$ cat src/rtl/board_pkg.sv
// Board-wide constants shared by the switch conditioning logic.
// Clock rate and default debounce time for the board oscillator.
package board_pkg;

  localparam int BOARD_CLK_HZ        = 100_000_000;
  localparam int DEBOUNCE_US_DEFAULT = 10_000;

  // Width needed to hold 0..max_val, never narrower than one bit.
  function automatic int cnt_width(int max_val);
    return (max_val < 1) ? 1 : $clog2(max_val + 1);
  endfunction

endpackage

$ cat src/rtl/debounce_channel.sv
// One switch channel: 2-FF synchroniser, stability counter and
// registered rise/fall pulses on the accepted level.
module debounce_channel #(
  parameter int CNT_MAX = 7,
  parameter int CNT_W   = 3
) (
  input  logic clk,
  input  logic rst,
  input  logic raw,
  output logic clean,
  output logic rise,
  output logic fall
);

  localparam logic [CNT_W-1:0] LIMIT = CNT_W'(CNT_MAX);

  logic             sync1;
  logic             sync2;
  logic [CNT_W-1:0] cnt;

  // Bring the asynchronous level into the clk domain.
  always_ff @(posedge clk) begin
    if (rst) begin
      sync1 <= 1'b0;
      sync2 <= 1'b0;
    end else begin
      sync1 <= raw;
      sync2 <= sync1;
    end
  end

  // Accept a new level only after it has differed for LIMIT+1 edges.
  always_ff @(posedge clk) begin
    if (rst) begin
      cnt   <= '0;
      clean <= 1'b0;
      rise  <= 1'b0;
      fall  <= 1'b0;
    end else begin
      rise <= 1'b0;
      fall <= 1'b0;
      if (sync2 == clean) begin
        cnt <= '0;
      end else if (cnt < LIMIT) begin
        cnt <= cnt + 1'b1;
      end else begin
        cnt   <= '0;
        clean <= sync2;
        rise  <= sync2;
        fall  <= ~sync2;
      end
    end
  end

endmodule

$ cat src/rtl/switch_debouncer.sv
// Debounces raw board switches/buttons, one independent channel
// per input bit, with clean level and one-cycle edge pulses.
module switch_debouncer
  import board_pkg::*;
#(
  parameter int CHANNELS    = 4,
  parameter int CLK_HZ      = BOARD_CLK_HZ,
  parameter int DEBOUNCE_US = DEBOUNCE_US_DEFAULT
) (
  input  logic                clk,
  input  logic                rst,
  input  logic [CHANNELS-1:0] sw_raw,
  output logic [CHANNELS-1:0] sw_clean,
  output logic [CHANNELS-1:0] sw_rise,
  output logic [CHANNELS-1:0] sw_fall
);

  localparam int CNT_MAX = CLK_HZ / 1_000_000 * DEBOUNCE_US - 1;
  localparam int CNT_W   = cnt_width(CNT_MAX);

  // Replicate one self-contained debouncer per input bit.
  for (genvar i = 0; i < CHANNELS; i++) begin : g_ch
    debounce_channel #(
      .CNT_MAX(CNT_MAX),
      .CNT_W  (CNT_W)
    ) u_ch (
      .clk  (clk),
      .rst  (rst),
      .raw  (sw_raw[i]),
      .clean(sw_clean[i]),
      .rise (sw_rise[i]),
      .fall (sw_fall[i])
    );
  end

endmodule

$ cat config.mk
export PLATFORM = sky130hd
export DESIGN_NAME = switch_debouncer
export DESIGN_NICKNAME = d
export VERILOG_FILES = /design/src/rtl/board_pkg.sv /design/src/rtl/debounce_channel.sv /design/src/rtl/switch_debouncer.sv
export SDC_FILE = /design/constraint.sdc
export NUM_CORES = 1
export LEC_CHECK = 0
export ABC_AREA = 1
export CAP_MARGIN = 5
export CORE_MARGIN = 2
export CORE_UTILIZATION = 50
export CTS_CLUSTER_SIZE = 20
export DETAILED_ROUTE_END_ITERATION = 12
export PLACE_DENSITY = 0.7
export RECOVER_POWER = 25
export SLEW_MARGIN = 0
export SYNTH_ARGS = -nofsm -noshare
export SYNTH_HDL_FRONTEND = slang
export SYNTH_HIERARCHICAL = 1
export SYNTH_SLANG_ARGS = --single-unit
$ cat constraint.sdc
create_clock -name clk -period 1.29 [get_ports clk]
set_input_delay 0.258 -clock clk [delete_from_list [all_inputs] [get_ports clk]]
set_output_delay 0.258 -clock clk [all_outputs]
set_load 0.05 [all_outputs]
==> flow_summary.toml <==
[outcome]
status = "finished with violations"
violations = "negative setup slack"

[sta]
fmax_mhz = 743
finalMaxSlewViolations = 0
rsz0062_at_grt = "yes"
skew_ns = 0.0162
finalSetupViolations = 52
relSlewSlack_pct = 79.6
worstMarginPinSlew_ns = 0.303
setup_tns_ns = -1.19
setup_slack_ns = -0.0550
finalCritPeriodShare_pct = 104
hold_viol_final = 0
fin_crit_ns = 1.34

[floorplanning]
fp.dieW_um = 104
dieHeight_um = 104
dieArea_sq_um = 10700
io_pins = 18
start_util_pct = 51.3
core_region_area_sq_um = 9680
rows = 36

[logic_synthesis]
yosys.area.top_type = "dfxtp_1"
synth.distinct_cells = 20
avgSynthCellArea_sq_um = 6.90
ys_warn_count = 6
yosysSeqAreaShare_pct = 40.3
syn_inst = 720
netlist_area_sq_um = 4960
synth.top_cell.area_share_pct = 40.3
synth-seq-cells = 100
synth.area.top_cells = "dfxtp_1 40%, nand2_1 15%, nor2_1 13%"
synth_nets = 730

[route]
drt_wl_total_um = 11700
antenna_left = 0
vias = 4761
firstDrtPassIters = 5
drtIter0Drc = 143
drc = 0
wire_per_inst_um = 12.4
via_per_inst = 5.03

[final_layout]
areaGrowthSynthToFinish_pct = 34.9
fin_nets = 819
drive_above_1_share_pct = 36.6
antenna_cells = 0

[clock_network]
clk_latency_ns = 0.36
clockBufferDepth = 2
cts_tree = "yes"
htree_levels = 3
path_clk_slew_ns = 0.10
cts_root_buf = "clkbuf_8"
cts_sinks = 100
cts_buffers = 9

[worst_hold_path]
hp-class = "register to register"
min_path_cells = 2
hold_path_end = "g_ch[3].u_ch/sync2$_SDFF_PP0_"
holdCritStartpoint = "g_ch[3].u_ch/sync1$_SDFF_PP0_"

[critical_path]
reg2reg_depth = 9
cp_num_buf_inv = 2
crit_top_cell = "nand2_1"
crit_family = "simple AND/OR/NAND/NOR gates"
rr_startpoint = "g_ch[2].u_ch/cnt[11]$_SDFF_PP0_"
crit_path_max_fanout = 5
regToRegSetupSlack_ns = -0.05
path_class = "register to register"
endpoint_kind = "register"
cp_cell_sequence = "inv_1 -> nand2_1 -> nor2_2 -> nand2_1 -> nand2_1 -> nand2_2 -> nand3_4 -> clkbuf_16 -> a21oi_2"
cp-start-kind = "register"
cp.required_ns = 1.59
crit_path_top_delay_cell = "dfxtp_1"
critPathMaxStageDelay_ns = 0.40
worst_ep_arrival_time_ns = 1.64
setup.worst_path.start = "g_ch[2].u_ch/cnt[11]$_SDFF_PP0_"
reg2reg_to = "g_ch[2].u_ch/cnt[9]$_SDFF_PP0_"

[global_route]
grt_pass1_vias = 4224
grt_max_degree = 21
overflow = 0
grt_pass1_wl_um = 18400
antenna_found_initial = 0
track_usage_pct = 20.3

[power]
power_density_nw_per_um2 = 773
cellLeakagePower_nw = 2.18
ir_drop_v = 0.000579

[placed_design]
place_ws_ns = -0.299
dp_hpwl_um = 7680
gp_congestion = 0.853
port_buffers = 17

[run]
drv_cap = 0
## metrics by stage
stage               std cells  utilization (%)  hold slack (ns)  cell area, sq um  power [W]
floorplan                 720                -            0.329              5020    0.00324
global placement          916             60.3            0.393              5840    0.00329
detailed placement        916             60.3            0.394              5840    0.00329
CTS                       935             63.5            0.393              6150    0.00521
global route              947             69.1            0.391              6700    0.00538
finish                    947             69.1            0.394              6700    0.00517
## cells in the mapped netlist
library cell / count
nand3b_1: 12
or2_0: 4
nand3_1: 12
buf_6: 8
o21ai_0: 20
nor2_4: 8
nand2_1: 196
inv_1: 56
xnor2_1: 16
inv_2: 4
xor2_1: 20
dfxtp_1: 100
nand2_2: 8
nor2_2: 8
nor2_1: 176
nand4_1: 8
or2_1: 8
a21oi_1: 40
ha_1: 4
nand3_2: 12
## area by class of cell
| type | count | area, sq um |
|---|---|---|
| repair buffers | 86 | 948 |
| clock inverters | 4 | 31.3 |
| flip-flops and latches | 100 | 2090 |
| fillers | 766 | 2990 |
| multi-input cells | 552 | 3070 |
| clock buffers | 12 | 155 |
| well taps | 133 | 166 |
| inverters | 60 | 235 |
## registers in the layout, indices dropped and copies added (netlist names)
| signal | count |
|---|---|
| g_ch.u_ch/fall | 4 |
| g_ch.u_ch/cnt | 80 |
| g_ch.u_ch/rise | 4 |
| g_ch.u_ch/sync2 | 4 |
| g_ch.u_ch/clean | 4 |
| g_ch.u_ch/sync1 | 4 |
## power breakdown
| part | leakage (nW) | internal, W | switching, W |
|---|---|---|---|
| clock network | 0.0974 | 0.000825 | 0.00110 |
| logic | 1.25 | 0.0000753 | 0.0000758 |
| registers | 0.838 | 0.00309 | 0.0000110 |
| total | 2.18 | 0.00399 | 0.00118 |
## kinds of logic (layout without fill, tap and decap cells)
| kind of cell | count (synthesis) | after routing | share of synthesized area, % |
|---|---|---|---|
| xor+xnor | 36 | 36 | 6.35 |
| fa+ha+maj | 4 | 4 | 1.01 |
| compound gates | 60 | 60 | 6.05 |
| flops | 100 | 100 | 40.3 |
| simple gates | 452 | 452 | 39.9 |
| buf+inv | 68 | 162 | 6.35 |
## worst max path at each step
stage | end | slack [ns] | cells past startpoint
2_1_floorplan | g_ch[0].u_ch/cnt[0]$_SDFF_PP0_ | 0.005 | 9
3_3_place_gp | g_ch[3].u_ch/cnt[9]$_SDFF_PP0_ | -0.24 | 8
3_5_place_dp | g_ch[1].u_ch/cnt[17]$_SDFF_PP0_ | -0.30 | 8
4_1_cts | g_ch[3].u_ch/cnt[18]$_SDFF_PP0_ | -0.02 | 9
5_1_grt | g_ch[1].u_ch/cnt[9]$_SDFF_PP0_ | -0.19 | 8
6_report | g_ch[2].u_ch/cnt[9]$_SDFF_PP0_ | -0.05 | 9
## placed cells by master (no fill, tap or decap), drive strengths merged
cell and n:
clkinv 2, clkdlybuf4s50 5, nand2 204, inv 62, clkbuf 18, nand3b 12, buf 75, nand4 8
dfxtp 100, xnor2 16, or2 12, ha 4, nor2 192, a21oi 40, o21ai 20, nand3 24
xor2 20
## timing repair
item | CTS | global route
hold buffers | 0 | 0
pin swaps | 2 | 16
setup endpoints to repair | 84 | 90
buffers inserted | 2 | 6
gates resized for setup | 36 | 146
gates cloned | 1 | 6
## worst min-delay path: cells and delay by family (launching register included)
| kind | cells | cell delay, ns |
|---|---|---|
| buffers and inverters | 1 | 0.04 |
| flip-flops | 1 | 0.30 |
| AND/OR/NAND/NOR | 1 | 0.03 |
## metal layers
metal  global-route usage (%)  wire length, um  vias to the layer above  share of wire (%)
li1                         -                -                     2419                  -
met1                     25.6             4870                     2171                 42
met2                     35.7             6000                      145                 51
met3                     3.52              630                       26                5.4
met4                     5.50              239                        0                2.0
met5                        0                0                        -                  0
No activity file was read; power rests on OpenSTA's default activity.
